===== src/rtl/unary_pkg.sv =====
// Shared types for the unary accumulator family: FSM state encoding and the
// popcount width helper used to size the lane adder.
package unary_pkg;

  typedef enum logic [1:0] {
    ACC  = 2'd0,
    EMIT = 2'd1,
    HOLD = 2'd2
  } state_t;

  // Bits needed to hold a count of 0..n set lanes.
  function automatic int popw(input int n);
    return (n < 1) ? 1 : $clog2(n + 1);
  endfunction

endpackage


===== src/rtl/unary_popcount.sv =====
// Combinational popcount of N_IN unary lanes.
module unary_popcount
  import unary_pkg::*;
#(
  parameter int N_IN = 2,
  parameter int PW   = popw(N_IN)
) (
  input  logic [N_IN-1:0] din,
  output logic [PW-1:0]   pop
);

  always_comb begin
    pop = '0;
    for (int i = 0; i < N_IN; i++) pop = pop + PW'(din[i]);
  end

endmodule


===== src/rtl/unary_accum_n.sv =====
// Unary accumulator/emitter: sums ones from N_IN lanes in write mode, then
// replays the total as a serial unary pulse train with a done strobe.
module unary_accum_n
  import unary_pkg::*;
#(
  parameter int N_IN     = 2,
  parameter int CNT_W    = 3,
  parameter bit SATURATE = 1'b1
) (
  input  logic             clk,
  input  logic             rst,
  input  logic             en,
  input  logic             clr,
  input  logic             read_or_write,
  input  logic [N_IN-1:0]  din,
  output logic             dout,
  output logic             C,
  output logic             done,
  output logic [CNT_W-1:0] count
);

  localparam int PW = popw(N_IN);
  // One spare bit above the wider operand so the overflow is never lost.
  localparam int SW = ((CNT_W > PW) ? CNT_W : PW) + 1;
  localparam logic [SW-1:0] CMAX = {{(SW-CNT_W){1'b0}}, {CNT_W{1'b1}}};

  logic [PW-1:0]    pop;
  logic [SW-1:0]    sum;
  logic             ovf;
  logic [CNT_W-1:0] acc_next;
  state_t           state;

  unary_popcount #(.N_IN(N_IN), .PW(PW)) u_pop (
    .din (din),
    .pop (pop)
  );

  assign sum      = SW'(count) + SW'(pop);
  assign ovf      = sum > CMAX;
  assign acc_next = (ovf && SATURATE) ? {CNT_W{1'b1}} : sum[CNT_W-1:0];

  always_ff @(posedge clk) begin
    if (rst) begin
      state <= ACC;
      count <= '0;
      C     <= 1'b0;
      dout  <= 1'b0;
      done  <= 1'b0;
    end else if (!en) begin
      // Frozen: state and count hold, outputs go quiet until en returns.
      dout <= 1'b0;
      done <= 1'b0;
    end else if (clr) begin
      state <= ACC;
      count <= '0;
      C     <= 1'b0;
      dout  <= 1'b0;
      done  <= 1'b0;
    end else begin
      dout <= 1'b0;
      done <= 1'b0;
      case (state)
        ACC: begin
          // Mode switch wins over the add: din of the switch cycle is dropped.
          if (read_or_write) state <= EMIT;
          else begin
            count <= acc_next;
            if (ovf) C <= 1'b1;
          end
        end
        EMIT: begin
          if (!read_or_write) state <= ACC;
          else if (count != '0) begin
            dout  <= 1'b1;
            count <= count - CNT_W'(1);
          end else begin
            done  <= 1'b1;
            state <= HOLD;
          end
        end
        HOLD: if (!read_or_write) state <= ACC;
        default: state <= ACC;
      endcase
    end
  end

endmodule

===== config.mk =====
export PLATFORM = sky130hd
export DESIGN_NAME = unary_accum_n
export DESIGN_NICKNAME = d
export VERILOG_FILES = /design/src/rtl/unary_pkg.sv /design/src/rtl/unary_popcount.sv /design/src/rtl/unary_accum_n.sv
export SDC_FILE = /design/constraint.sdc
export NUM_CORES = 1
export LEC_CHECK = 0
export CAP_MARGIN = 20
export CORE_AREA = 2 2 39 41
export CTS_CLUSTER_DIAMETER = 60
export DETAILED_ROUTE_END_ITERATION = 10
export DIE_AREA = 0 0 41 43
export PLACE_DENSITY = 0.7
export SLEW_MARGIN = 25
export SYNTH_ARGS = -nofsm -noshare
export SYNTH_HDL_FRONTEND = slang
export SYNTH_SLANG_ARGS = --single-unit

===== constraint.sdc =====
create_clock -name clk -period 1.46 [get_ports clk]
set_input_delay 0.146 -clock clk [delete_from_list [all_inputs] [get_ports clk]]
set_output_delay 0.146 -clock clk [all_outputs]
set_load 0.01 [all_outputs]

==> impl_metrics.xml, run 1 <==
<?xml version="1.0" encoding="UTF-8"?>
<metrics>
  <group name="critical_path">
    <metric name="rr_endpoint" unit="">count[0]</metric>
    <metric name="rr_startpoint" unit="">count[0]</metric>
    <metric name="critical_path.cell_chain" unit="">fa_2, and3_4, or4_4, a21oi_2, o31ai_1</metric>
    <metric name="worstSetupEndpointType" unit="">flip-flop</metric>
    <metric name="timing.setup.critical_path_class" unit="">reg2reg</metric>
    <metric name="cp.required" unit="ns">1.61</metric>
    <metric name="worst-endpoint-arrival" unit="ns">1.81</metric>
    <metric name="r2r_slack" unit="ns">-0.19</metric>
    <metric name="critical_path.max_stage_delay" unit="ns">0.41</metric>
    <metric name="cp-start-kind" unit="">flip-flop</metric>
    <metric name="critical_path_peak_fanout" unit="">4</metric>
    <metric name="slowest_stage" unit="">or4_4</metric>
    <metric name="worstRegToRegCells" unit="">5</metric>
  </group>
  <group name="clock_network">
    <metric name="cts_inserted_buffers" unit="">3</metric>
    <metric name="cts_sinks" unit="">8</metric>
    <metric name="clk_slew_on_worst_s_h_paths" unit="ns">0.07</metric>
    <metric name="cts_tree" unit="">yes</metric>
    <metric name="cts_setup_buffers" unit="">0</metric>
    <metric name="worstSkewPairLatency" unit="ns">0.26</metric>
    <metric name="cts_root_buf" unit="">clkbuf_4</metric>
    <metric name="htreeDepth" unit="">1</metric>
    <metric name="ctsLongestPathBuffers" unit="">2</metric>
  </group>
  <group name="sta">
    <metric name="rsz0062_at_grt" unit="">yes</metric>
    <metric name="worst_slew_pin_slew" unit="ns">0.408</metric>
    <metric name="layout_min_cycle_time" unit="ns">1.65</metric>
    <metric name="fin_ws" unit="ns">-0.193</metric>
    <metric name="max_freq" unit="MHz">605</metric>
    <metric name="skew" unit="ns">0.0131</metric>
    <metric name="maxSlewHeadroom" unit="%">72.5</metric>
    <metric name="setup-tns-final" unit="ns">-0.398</metric>
    <metric name="timing.final.max_slew_violations" unit="">0</metric>
    <metric name="number_of_failing_setup_endpoints_in_the_final_timing_report" unit="">3</metric>
    <metric name="min_period_over_period" unit="%">113</metric>
    <metric name="hold_violations" unit="">0</metric>
  </group>
  <group name="logic_synthesis">
    <metric name="synth_mux_area_share" unit="%">2.14</metric>
    <metric name="syn-instance-count" unit="">62</metric>
    <metric name="synth_sequential_area_ratio" unit="%">30.4</metric>
    <metric name="post_synthesis_mean_instance_area" unit="um^2">8.50</metric>
    <metric name="synth_cell_type_count" unit="">29</metric>
    <metric name="synth.net_count" unit="">73</metric>
    <metric name="synth-compound-area-share" unit="%">22.3</metric>
    <metric name="synth_enable_flop_cells" unit="">0</metric>
    <metric name="synth_top_family_by_area" unit="">simple AND/OR/NAND/NOR gates</metric>
    <metric name="yosysWarnings" unit="">0</metric>
    <metric name="postSynthRegisterBits" unit="">8</metric>
    <metric name="synthAdderAreaFrac" unit="%">10.9</metric>
    <metric name="synth-simple-area-share" unit="%">31.4</metric>
    <metric name="synthXorXnorAreaFrac" unit="%">0</metric>
    <metric name="asyncSetResetFlopFracSynth" unit="%">0</metric>
    <metric name="synth_flop_cell" unit="">dfxtp_1</metric>
    <metric name="syn-cell-area" unit="um^2">527</metric>
  </group>
  <group name="power">
    <metric name="cell_area_power_density" unit="mW/mm^2">685</metric>
    <metric name="switching_power" unit="W">0.000145</metric>
    <metric name="power.combinational.fraction" unit="%">21.6</metric>
    <metric name="sw_frac_of_total" unit="%">27.3</metric>
    <metric name="vdd.ir_drop.worst" unit="uV">327</metric>
    <metric name="power.static_leakage" unit="nW">0.277</metric>
    <metric name="clock_power_share" unit="%">35.8</metric>
    <metric name="internal_power" unit="W">0.000386</metric>
    <metric name="seq_power_share" unit="%">42.5</metric>
  </group>
  <group name="place">
    <metric name="gp_congestion" unit="">0.850</metric>
    <metric name="io_buffers" unit="">12</metric>
    <metric name="dp_hpwl" unit="um">926</metric>
  </group>
  <group name="cells_and_area">
    <metric name="diodes" unit="">0</metric>
    <metric name="final_util" unit="%">56.0</metric>
    <metric name="area.growth.synth_to_final" unit="%">47.0</metric>
    <metric name="drive_gt1_share" unit="%">30.9</metric>
    <metric name="nets" unit="">93</metric>
  </group>
  <group name="run_status">
    <metric name="run_status" unit="">finished, violations left</metric>
    <metric name="violated_checks" unit="">setup timing</metric>
  </group>
  <group name="die">
    <metric name="core" unit="mm^2">0.00138</metric>
    <metric name="die_w" unit="um">41</metric>
    <metric name="fp-row-count" unit="">14</metric>
    <metric name="die_height" unit="um">43</metric>
    <metric name="floorplan.die_area" unit="mm^2">0.00176</metric>
    <metric name="floorplan.initialDensity" unit="%">38.1</metric>
    <metric name="ios" unit="">13</metric>
  </group>
  <group name="run">
    <metric name="max_cap_viol_count" unit="">0</metric>
  </group>
  <group name="hold_path">
    <metric name="worstHoldStart" unit="">C</metric>
    <metric name="worstHoldEndpoint" unit="">C</metric>
    <metric name="hp-class" unit="">reg2reg</metric>
    <metric name="hold_depth" unit="">2</metric>
  </group>
  <group name="global_routing">
    <metric name="first_global_vias" unit="">474</metric>
    <metric name="grt_overflow_total" unit="">0</metric>
    <metric name="grt_max_degree" unit="">9</metric>
    <metric name="wire_length_of_the_first_global_routing_pass" unit="mm">1.99</metric>
    <metric name="combined_global_route_utilization_of_all_metal_layers" unit="%">16.3</metric>
    <metric name="grt_antenna_before_repair" unit="">0</metric>
  </group>
  <group name="route">
    <metric name="met3_length" unit="um">46</metric>
    <metric name="drc" unit="">0</metric>
    <metric name="final_antenna_net_count" unit="">0</metric>
    <metric name="met2RoutedLength" unit="um">638</metric>
    <metric name="top_layer" unit="">met4</metric>
    <metric name="met1Wirelength" unit="um">598</metric>
    <metric name="drt_pre_antenna_iters" unit="">4</metric>
    <metric name="drt-initial-drc-count" unit="">21</metric>
    <metric name="detailroute.via_count" unit="">556</metric>
    <metric name="totalWireLength" unit="mm">1.30</metric>
    <metric name="post_drt_wl_per_cell" unit="um">13.4</metric>
    <metric name="via_per_inst" unit="">5.73</metric>
  </group>
</metrics>
critical path, delay by kind of cell, from the launching register on:
kind | cells | cell delay [ns]
and+or+nand+nor | 2 | 0.62
adders and majority gates | 1 | 0.37
DFF | 1 | 0.35
AOI/OAI and AO/OA | 2 | 0.20
power by group through the flow:
| stage | Combinational (W) | Clock (W) | Sequential (W) |
|---|---|---|---|
| 2_1_floorplan | 0.0000547 | 0 | 0.000231 |
| 3_3_place_gp | 0.000101 | 0 | 0.000230 |
| 3_5_place_dp | 0.000101 | 0 | 0.000230 |
| 4_1_cts | 0.000102 | 0.000198 | 0.000225 |
| 5_1_grt | 0.000126 | 0.000204 | 0.000226 |
| 6_report | 0.000115 | 0.000190 | 0.000226 |
logic make-up (layout without fill, tap and decap cells):
kind of cell             Yosys count  count (layout)
AND/OR/NAND/NOR                   28              28
AO/OA/AOI/OAI                     17              17
flip-flops                         8               8
adder cells (fa/ha/maj)            4               4
buffers and inverters              4              23
multiplexers                       1               1
routing by layer:
layer,vias up,global-route usage (%)
met5,-,0
met1,269,23.6
met2,18,23.1
met3,2,1.57
li1,267,-
met4,0,8.00
sequential cells by signal (all words and copies together), names as in the netlist:
signal  cells
dout        1
state       2
C           1
count       3
done        1
Yosys cell counts, types with 2 or more instances:
cell	number	share of area, %
nand2b_1	3	3.6
nand3_1	2	1.9
inv_1	3	2.1
nand2_1	3	2.1
a21oi_1	5	4.7
or3_1	2	2.4
o21ai_0	4	3.8
nor2b_1	3	3.6
nor3_1	3	2.8
a211oi_1	2	2.8
dfxtp_1	8	30
nor2_1	4	2.8
nand4_1	2	2.4
ha_1	3	7.1
what timing repair did:
| item | in CTS | in global routing |
|---|---|---|
| gates resized for setup | 5 | 8 |
| endpoints found under the setup margin | 4 | 4 |
| hold buffers | 0 | 0 |
| pin swaps | 3 | 1 |
placed cells by master (no fill, tap or decap), types with 2 or more instances in the layout:
cell type,n
dlygate4sd2_1,2
a21oi_1,3
a21oi_2,2
nor3_1,3
clkbuf_4,3
o21ai_0,4
buf_4,4
inv_1,2
nand4_1,2
or3_1,2
nand2_1,3
dfxtp_1,5
nand3_1,2
nor2_1,4
nor2b_1,3
nand2b_1,2
clkdlybuf4s50_1,10
dfxtp_2,2
area by class of cell:
cell class / instances / area (um^2)
timing repair buffer: 16 / 148
inverter: 3 / 11.3
multi-input combinational: 50 / 403
clock buffer: 4 / 26.3
tap: 16 / 20.0
sequential: 8 / 166
fill: 127 / 609
through the flow:
stage          worst slack [ns]  power (W)  hold slack [ns]  instances  cell area (um^2)
6_report                 -0.193   0.000531            0.531         97               774
5_1_grt                  -0.231   0.000556            0.579         97               774
4_1_cts                  -0.200   0.000526            0.531         97               742
3_5_place_dp             -0.480   0.000331            0.523         93               706
3_3_place_gp             -0.435   0.000331            0.514         93               706
2_1_floorplan            -0.134   0.000285            0.242         62               539
worst max path at each step:
stage / to / slack [ns] / depth (start not counted) / from
after floorplan: count[0] / -0.13 / 4 / count[0]
after global placement: count[1] / -0.43 / 6 / din[0]
after detailed placement: count[0] / -0.48 / 6 / din[0]
after CTS: count[0] / -0.20 / 5 / count[0]
after global routing: count[0] / -0.23 / 5 / count[0]
final: count[0] / -0.19 / 5 / count[0]
Power figures use the tool's default switching activity.
==> run 2: changes to the inputs <==
--- a/config.mk
+++ b/config.mk
@@ -10,7 +10,7 @@
 export CTS_CLUSTER_DIAMETER = 60
 export DETAILED_ROUTE_END_ITERATION = 10
 export DIE_AREA = 0 0 41 43
-export PLACE_DENSITY = 0.7
+export PLACE_DENSITY = 0.67
 export SLEW_MARGIN = 25
 export SYNTH_ARGS = -nofsm -noshare
 export SYNTH_HDL_FRONTEND = slang
==> constraint.sdc (replaced) <==
create_clock -name clk -period 1.8 [get_ports clk]
set_input_delay 0.18 -clock clk [delete_from_list [all_inputs] [get_ports clk]]
set_output_delay 0.18 -clock clk [all_outputs]
set_load 0.01 [all_outputs]
==> run 2 against run 1 <==
Compared with the run above: the run now ends clean; die area unchanged; setup slack gained 0.29 ns; sequential power decreased by 19%; critical path depth is 1 higher; global-route usage is 0.13 points higher; via count down 7.6%; sequential share of layout area rose by 1.5 points; first-iteration DRC count is 62% lower; critical endpoint unchanged.
==> impl_metrics.xml, run 2 (synthesized netlist as in run 1, its figures left out) <==
<?xml version="1.0" encoding="UTF-8"?>
<metrics>
  <group name="clock_network">
    <metric name="cts_tree" unit="">yes</metric>
    <metric name="htreeDepth" unit="">1</metric>
    <metric name="clk_slew_on_worst_s_h_paths" unit="ns">0.06</metric>
    <metric name="ctsLongestPathBuffers" unit="">2</metric>
    <metric name="post_cts_hold_buffer_count" unit="">0</metric>
    <metric name="cts_inserted_buffers" unit="">3</metric>
    <metric name="cts_sinks" unit="">8</metric>
    <metric name="cts_root_buf" unit="">clkbuf_4</metric>
    <metric name="worstSkewPairLatency" unit="ns">0.27</metric>
  </group>
  <group name="global_routing">
    <metric name="busiest_layer" unit="">met2</metric>
    <metric name="global_route_track_usage_on_met2" unit="%">24.7</metric>
    <metric name="grt_overflow_total" unit="">0</metric>
    <metric name="grtUsageMet3" unit="%">4.71</metric>
    <metric name="met1_usage" unit="%">18.9</metric>
    <metric name="wire_length_of_the_first_global_routing_pass" unit="mm">1.93</metric>
    <metric name="first_global_vias" unit="">468</metric>
    <metric name="grt_antenna_before_repair" unit="">0</metric>
    <metric name="grt_max_degree" unit="">11</metric>
    <metric name="combined_global_route_utilization_of_all_metal_layers" unit="%">16.4</metric>
  </group>
  <group name="sta">
    <metric name="timing.final.max_slew_violations" unit="">0</metric>
    <metric name="skew" unit="ns">0.00994</metric>
    <metric name="fin_ws" unit="ns">0.0969</metric>
    <metric name="worst_slew_pin_slew" unit="ns">0.387</metric>
    <metric name="min_period_over_period" unit="%">94.6</metric>
    <metric name="rsz0062_at_grt" unit="">no</metric>
    <metric name="max_freq" unit="MHz">587</metric>
    <metric name="number_of_failing_setup_endpoints_in_the_final_timing_report" unit="">0</metric>
    <metric name="hold_violations" unit="">0</metric>
    <metric name="layout_min_cycle_time" unit="ns">1.70</metric>
    <metric name="maxSlewHeadroom" unit="%">74.1</metric>
  </group>
  <group name="critical_path">
    <metric name="r2r_slack" unit="ns">0.17</metric>
    <metric name="critical_path_peak_fanout" unit="">4</metric>
    <metric name="worstSetupEndpointType" unit="">flip-flop</metric>
    <metric name="worst-endpoint-arrival" unit="ns">1.85</metric>
    <metric name="cp-start-kind" unit="">input pin</metric>
    <metric name="worstRegToRegCells" unit="">4</metric>
    <metric name="cp.required" unit="ns">1.95</metric>
    <metric name="rr_startpoint" unit="">count[0]</metric>
    <metric name="timing.setup.critical_path_class" unit="">in2reg</metric>
    <metric name="rr_endpoint" unit="">count[0]</metric>
  </group>
  <group name="cells_and_area">
    <metric name="drive_gt1_share" unit="%">11.7</metric>
    <metric name="layout_top_registers" unit="">count: 3 flops, state: 2 flops</metric>
    <metric name="multi_input_area" unit="um^2">354</metric>
    <metric name="largest_reg_flops" unit="">3</metric>
    <metric name="most-common-layout-cells" unit="">clkdlybuf4s50_1, dfxtp_1, a21oi_1</metric>
    <metric name="diodes" unit="">0</metric>
    <metric name="area.growth.synth_to_final" unit="%">32.1</metric>
    <metric name="post-route-cell-area" unit="um^2">696</metric>
    <metric name="ff_latch_area" unit="um^2">160</metric>
    <metric name="nets" unit="">90</metric>
    <metric name="largest_register" unit="">count</metric>
    <metric name="fill_cells" unit="">149</metric>
    <metric name="mostFrequentLayoutCell" unit="">clkdlybuf4s50_1</metric>
  </group>
  <group name="die">
    <metric name="core" unit="mm^2">0.00138</metric>
    <metric name="floorplan.die_area" unit="mm^2">0.00176</metric>
    <metric name="die_height" unit="um">43</metric>
    <metric name="ios" unit="">13</metric>
    <metric name="fp-row-count" unit="">14</metric>
    <metric name="floorplan.initialDensity" unit="%">38.1</metric>
    <metric name="die_w" unit="um">41</metric>
  </group>
  <group name="power">
    <metric name="vdd.ir_drop.worst" unit="uV">344</metric>
    <metric name="total_power" unit="W">0.000407</metric>
    <metric name="power.static_leakage" unit="nW">0.255</metric>
    <metric name="cell_area_power_density" unit="mW/mm^2">586</metric>
  </group>
  <group name="place">
    <metric name="io_buffers" unit="">12</metric>
    <metric name="detailedPlace.worstSlack" unit="ns">-0.247</metric>
    <metric name="dp_hpwl" unit="um">866</metric>
    <metric name="placed_area" unit="um^2">671</metric>
    <metric name="gp_congestion" unit="">0.765</metric>
  </group>
  <group name="run_status">
    <metric name="run_status" unit="">finished, final reports clean</metric>
  </group>
  <group name="route">
    <metric name="totalWireLength" unit="mm">1.17</metric>
    <metric name="via_per_inst" unit="">5.53</metric>
    <metric name="drc" unit="">0</metric>
    <metric name="final_antenna_net_count" unit="">0</metric>
    <metric name="drt-initial-drc-count" unit="">8</metric>
    <metric name="post_drt_wl_per_cell" unit="um">12.6</metric>
    <metric name="drt_pre_antenna_iters" unit="">4</metric>
    <metric name="detailroute.via_count" unit="">514</metric>
  </group>
  <group name="hold_path">
    <metric name="hold_depth" unit="">2</metric>
    <metric name="hp-class" unit="">reg2reg</metric>
    <metric name="worstHoldStart" unit="">C</metric>
    <metric name="worstHoldEndpoint" unit="">C</metric>
  </group>
  <group name="run">
    <metric name="max_cap_viol_count" unit="">0</metric>
  </group>
</metrics>
run 2: cell count changes in the layout (fill, tap and decap cells not counted), sizes merged:
cell / before / now
dlygate4sd2: 2 / 0
buf: 4 / 1
clkbuf: 4 / 3
clkdlybuf4s50: 10 / 12
run 2: metrics by stage:
| stage | hold WS, ns | cells | utilization (%) | setup TNS, ns |
|---|---|---|---|---|
| 3_5_place_dp | 0.511 | 90 | 48.5 | -0.620 |
| 3_3_place_gp | 0.497 | 90 | 48.5 | -0.578 |
| 5_1_grt | 0.572 | 93 | 50.3 | 0 |
| 6_report | 0.520 | 93 | 50.3 | 0 |
| 2_1_floorplan | 0.276 | 62 | - | 0 |
| 4_1_cts | 0.519 | 93 | 50.1 | 0 |
run 2: worst max path at each step:
stage | from | cells past startpoint | slack, ns | end
after global routing | din[0] | 6 | 0.0007 | count[0]
after detailed placement | din[0] | 6 | -0.25 | count[0]
after CTS | din[0] | 6 | 0.02 | count[0]
after floorplan | count[0] | 4 | 0.14 | count[0]
final | din[0] | 6 | 0.1 | count[0]
after global placement | din[0] | 6 | -0.24 | count[0]
run 2: cell type report:
class / count / share of cell area, %
Timing Repair Buffer: 13 / 18.3
Tap cell: 16 / 2.88
Inverter: 3 / 1.62
Clock buffer: 3 / 3.24
Multi-Input combinational cell: 50 / 50.9
Sequential cell: 8 / 23.0
run 2: where the power goes:
group | switching (W) | internal (W)
Sequential | 0.00000369 | 0.000180
Clock | 0.0000719 | 0.0000770
Combinational | 0.0000367 | 0.0000383
Total | 0.000112 | 0.000295
run 2: repair_timing:
action                     CTS  global route
setup endpoints to repair    0             2
setup buffers                0             0
resized for setup            0             1
run 2: metal layers:
metal / vias up / part of all wire, %
li1: 260 / -
met1: 238 / 45
met2: 11 / 46
met3: 5 / 5.7
met4: 0 / 2.6
met5: - / 0
run 2: worst max-delay path, cell delays in order:
cell and delay (ns):
clkdlybuf4s50_1 0.43, fa_2 0.41, and3_4 0.21, or4_1 0.39
a21oi_1 0.14, o31ai_1 0.08
